### config.mk
export PLATFORM = sky130hd
export DESIGN_NAME = data_recorder
export DESIGN_NICKNAME = d
export VERILOG_FILES = /design/src/rtl/data_recorder.sv
export SDC_FILE = /design/constraint.sdc
export NUM_CORES = 1
export LEC_CHECK = 0
export CAP_MARGIN = 20
export CORE_MARGIN = 8
export CORE_UTILIZATION = 60
export DETAILED_ROUTE_END_ITERATION = 8
export PLACE_DENSITY = 0.8
export SLEW_MARGIN = 20
export SYNTH_ARGS = -nofsm -noshare
export SYNTH_HDL_FRONTEND = slang
export SYNTH_SLANG_ARGS = --single-unit
### constraint.sdc
create_clock -name clk -period 4.1 [get_ports clk]
set_input_delay 1.025 -clock clk [delete_from_list [all_inputs] [get_ports clk]]
set_output_delay 1.025 -clock clk [all_outputs]
set_load 0.01 [all_outputs]
### src/rtl/data_recorder.sv
// Eight-entry measurement recorder: save snapshots Dis into a circular buffer,
// recall steps newest-to-oldest in VIEW, with an idle timeout back to LIVE.
module data_recorder #(
  parameter int unsigned TIMEOUT = 50_000_000
) (
  input  logic        clk,
  input  logic        rst_n,
  input  logic [15:0] Dis,
  input  logic        save,
  input  logic        recall,
  input  logic        clear,
  output logic [15:0] save_data,
  output logic        ctrl,
  output logic [3:0]  count,
  output logic [2:0]  idx,
  output logic        full
);

  localparam int unsigned TW = (TIMEOUT > 1) ? $clog2(TIMEOUT) : 1;
  localparam logic [TW-1:0] TMO_LAST = TW'(TIMEOUT - 1);

  typedef enum logic {LIVE = 1'b0, VIEW = 1'b1} state_t;

  state_t        state_q;
  logic [15:0]   mem [8];
  logic [2:0]    wr_ptr_q, rd_ptr_q;
  logic [TW-1:0] timer_q;
  logic          save_q, recall_q;
  logic [15:0]   save_data_q;
  logic [3:0]    count_q;
  logic [2:0]    idx_q;
  logic          full_q;
  logic          save_ev, recall_ev, wr_en;

  assign save_ev   = save & ~save_q;
  assign recall_ev = recall & ~recall_q;
  assign wr_en     = ~clear & (state_q == LIVE) & save_ev;

  // Buffer RAM carries no reset; count gates every read.
  always_ff @(posedge clk) begin
    if (wr_en) mem[wr_ptr_q] <= Dis;
  end

  always_ff @(posedge clk or negedge rst_n) begin
    if (!rst_n) begin
      state_q     <= LIVE;
      wr_ptr_q    <= '0;
      rd_ptr_q    <= '0;
      timer_q     <= '0;
      save_q      <= 1'b0;
      recall_q    <= 1'b0;
      save_data_q <= '0;
      count_q     <= '0;
      idx_q       <= '0;
      full_q      <= 1'b0;
    end else begin
      save_q   <= save;
      recall_q <= recall;
      if (clear) begin
        state_q     <= LIVE;
        count_q     <= '0;
        full_q      <= 1'b0;
        wr_ptr_q    <= '0;
        idx_q       <= '0;
        save_data_q <= '0;
        timer_q     <= '0;
      end else begin
        case (state_q)
          LIVE: begin
            if (save_ev) begin
              wr_ptr_q <= wr_ptr_q + 3'd1;
              if (count_q != 4'd8) begin
                count_q <= count_q + 4'd1;
                full_q  <= (count_q == 4'd7);
              end
            end else if (recall_ev && count_q != 4'd0) begin
              state_q     <= VIEW;
              rd_ptr_q    <= wr_ptr_q - 3'd1;
              idx_q       <= '0;
              save_data_q <= mem[wr_ptr_q - 3'd1];
              timer_q     <= '0;
            end
          end
          VIEW: begin
            if (save_ev) begin
              state_q     <= LIVE;
              save_data_q <= '0;
              idx_q       <= '0;
            end else if (recall_ev) begin
              timer_q <= '0;
              if ({1'b0, idx_q} < count_q - 4'd1) begin
                rd_ptr_q    <= rd_ptr_q - 3'd1;
                idx_q       <= idx_q + 3'd1;
                save_data_q <= mem[rd_ptr_q - 3'd1];
              end else begin
                state_q     <= LIVE;
                save_data_q <= '0;
                idx_q       <= '0;
              end
            end else if (timer_q == TMO_LAST) begin
              state_q     <= LIVE;
              save_data_q <= '0;
              idx_q       <= '0;
            end else begin
              timer_q <= timer_q + 1'b1;
            end
          end
          default: state_q <= LIVE;
        endcase
      end
    end
  end

  assign ctrl      = (state_q == VIEW);
  assign save_data = save_data_q;
  assign count     = count_q;
  assign idx       = idx_q;
  assign full      = full_q;

endmodule

==> metrics.cfg <==
[status]
status=finished, final reports clean

[setup_path]
regToRegSetupSlack_ns=1.28
arrival_ns=3.35
crit_path_end_kind=register
crit-reg2reg-launch=count[0]$_DFFE_PN0P_
cp-start-kind=input pin
rr_worst_depth=9
crit_end=rd_ptr_q[0]$_DFFE_PN0P_
criticalPathCategory=input pin to register
worstPathMaxFanout=17
rr_endpoint=save_data[1]$_DFFE_PN0P_
crit_start=recall
cp.required_ns=4.44

[cts]
postCtsSetupBuffers=0
cts_root_buffer=clkbuf_16
cts_max_level=4
cts_tree=yes
cts.repair.resized=0
cts_sinks=187
hold_buffers=0
clk_latency_ns=0.43
path_clk_slew_ns=0.07
cts_buffers=17
clock_path_buffers=2

[die]
die_w_um=140
num_io_pins=46
core-area_mm2=0.0151
floorplan.rows=45
die_h_um=140
start_util_pct=60.9
die_area_mm2=0.0195

[sta]
timing.hold.ws_ns=0.510
relSlewSlack_pct=41.2
setup_tns_ns=0
min_period_over_period_pct=73.4
period_minus_slack_ns=3.01
final_max_slew_viol_count=0
hold_viol_final=0
rsz0062_at_grt=false
skew_ns=0.0121
fmaxAchievable_mhz=332
final-setup-viol-count=0
tightest_slew_ns=0.879

[synthesis]
netlist_area_mm2=0.00919
synth_seq_cells=187
syn_nets=659
ys_types=61
synthTopCellsByArea=edfxtp_1, dfrtp_1, mux4_2
yosysTopAreaCell=edfxtp_1
syn_avg_cell_area_um2=14.6
synth_edf_count=128
synthCells=629
yosysSeqAreaShare_pct=57.9
ys.flop_type=edfxtp_1
synth-async-reset-ratio_pct=31.6
yosys.area.top_type_share_pct=41.8
yosys_warnings=0

[cells_and_area]
fill_cells=1001
nNetsFinal=709
seq_area_mm2=0.00532
area_growth_pct=13.8
instances_no_fill=880
antennaDiodeCount=0
drive_above_1_share_pct=20.1
multi_input_area_mm2=0.00366

[power]
power_frac_clock_pct=34.3
switchingPower_mw=1.28
power_frac_seq_pct=44.7
switching_share_pct=27.6
power.density_mw_per_mm2=445
combPwrFrac_pct=21.0
total_leakage_power_nw=3.79
p_int_mw=3.37
vdd_drop_max_uv=371

[job]
max_cap_viol_count=0

[route]
wire_per_inst_um=24.4
dr.first_iter.drc_count=607
ant_nets=0
drt_wl_total_um=21500
num_vias=6025
drc=0
drt_pass1_iterations=5
post_drt_via_cell_ratio=6.85

[global_route]
overflow=0
track_usage_pct=22.6
antenna_found_initial=0
grt_pass1_wl_um=33800
grt_max_degree=36
grt_pass1_vias=6284

[placement]
dpl.cell_count=848
port_buffers=45
dp_hpwl_um=13400
gp_congestion=0.906

[worst_hold_path]
hold_path_class=register to register
hold_path_depth=1

cell usage in the layout (no fill, tap or decap), types with 3 or more instances in the layout:
master	n
xnor2_1	4
nand2_1	61
nor3_2	5
nor4_1	6
nor2b_1	4
o31ai_1	6
o31a_1	3
ha_1	9
or4_1	6
nor3_1	4
inv_8	4
a31oi_1	11
dfrtp_1	57
inv_1	13
nor2_1	30
xor2_1	3
mux2i_1	33
edfxtp_1	128
clkbuf_16	17
clkdlybuf4s50_1	44
mux2_2	3
and2_1	3
o21a_1	3
buf_4	22
a22o_1	3
nand4_1	8
a32o_1	15
a211oi_1	3
a21o_1	3
o21ai_0	27
and4_1	4
nand3_1	20
clkinvlp_4	3
mux4_2	64
nand2b_1	5
a21oi_1	15
per-layer routing:
| metal | vias to the layer above | track usage (%) | wire length (um) |
|---|---|---|---|
| met5 | - | 0 | 0 |
| met4 | 0 | 11.6 | 685 |
| met3 | 55 | 4.45 | 1410 |
| met2 | 292 | 38.3 | 11000 |
| met1 | 3062 | 27.1 | 8380 |
| li1 | 2616 | - | - |
cell families after synthesis:
group | share of synthesized area, %
mux | 19.6
flops | 57.9
buf+inv | 2.60
xor+xnor | 0.858
compound gates | 8.18
simple gates | 9.61
fa+ha+maj | 1.23
state kept, by name (all words and copies together) (netlist names), 3 cells and up:
name and flops:
rd_ptr_q 3, save_data 16, timer_q 26, idx 3, count 4, wr_ptr_q 3, mem 128
worst max-delay path, stage by stage:
cell	delay, ns
clkdlybuf4s50_1	0.50
nor2b_1	0.44
nor3_2	0.19
o21ai_4	0.17
o211a_1	0.74
mux2i_1	0.27
Yosys cell counts (8+ instances only):
cell type  count
a21oi_1       15
a31oi_1       11
a32o_1        15
buf_2         14
clkbuf_1      17
dfrtp_1       59
edfxtp_1     128
ha_1           9
inv_1         13
mux2i_1       33
mux4_2        64
nand2_1       61
nand3_1       20
nand4_1        8
nor2_1        30
o21ai_0       27
layout make-up:
cell class / count / area share (%)
sequential: 187 / 50.9
clock inverter: 13 / 1.26
tap: 188 / 2.25
multi-input combinational: 392 / 35.0
timing repair buffer: 67 / 5.84
inverter: 14 / 0.502
clock buffer: 19 / 4.33
power by group through the flow:
stage / Sequential (mW) / Combinational, mW / Clock (mW)
after floorplan: 2.12 / 0.730 / 0
after global routing: 2.08 / 1.04 / 1.67
after detailed placement: 2.12 / 0.964 / 0
final: 2.08 / 0.977 / 1.59
after CTS: 2.08 / 0.979 / 1.61
after global placement: 2.12 / 0.939 / 0
stage by stage:
| step | area [um2] | worst slack (ns) | power [mW] | util, % |
|---|---|---|---|---|
| after floorplan | 9190 | 0.760 | 2.85 | - |
| final | 10500 | 1.09 | 4.65 | 69.3 |
| after detailed placement | 9880 | 0.682 | 3.09 | 65.5 |
| after global placement | 9880 | 0.812 | 3.06 | 65.5 |
| after global routing | 10500 | 0.920 | 4.80 | 69.3 |
| after CTS | 10500 | 1.12 | 4.67 | 69.3 |
how the worst min path moves through the flow:
| stage | start | to | slack [ns] |
|---|---|---|---|
| 2_1_floorplan | timer_q[15]$_DFFE_PN0P_ | timer_q[15]$_DFFE_PN0P_ | 0.47 |
| 5_1_grt | save_data[0]$_DFFE_PN0P_ | save_data[0]$_DFFE_PN0P_ | 0.53 |
| 6_report | save_data[15]$_DFFE_PN0P_ | save_data[15]$_DFFE_PN0P_ | 0.51 |
| 3_5_place_dp | save_data[15]$_DFFE_PN0P_ | save_data[15]$_DFFE_PN0P_ | 0.50 |
| 3_3_place_gp | save_data[9]$_DFFE_PN0P_ | save_data[9]$_DFFE_PN0P_ | 0.49 |
| 4_1_cts | save_data[15]$_DFFE_PN0P_ | save_data[15]$_DFFE_PN0P_ | 0.51 |
(Power assumes the default switching activity.)
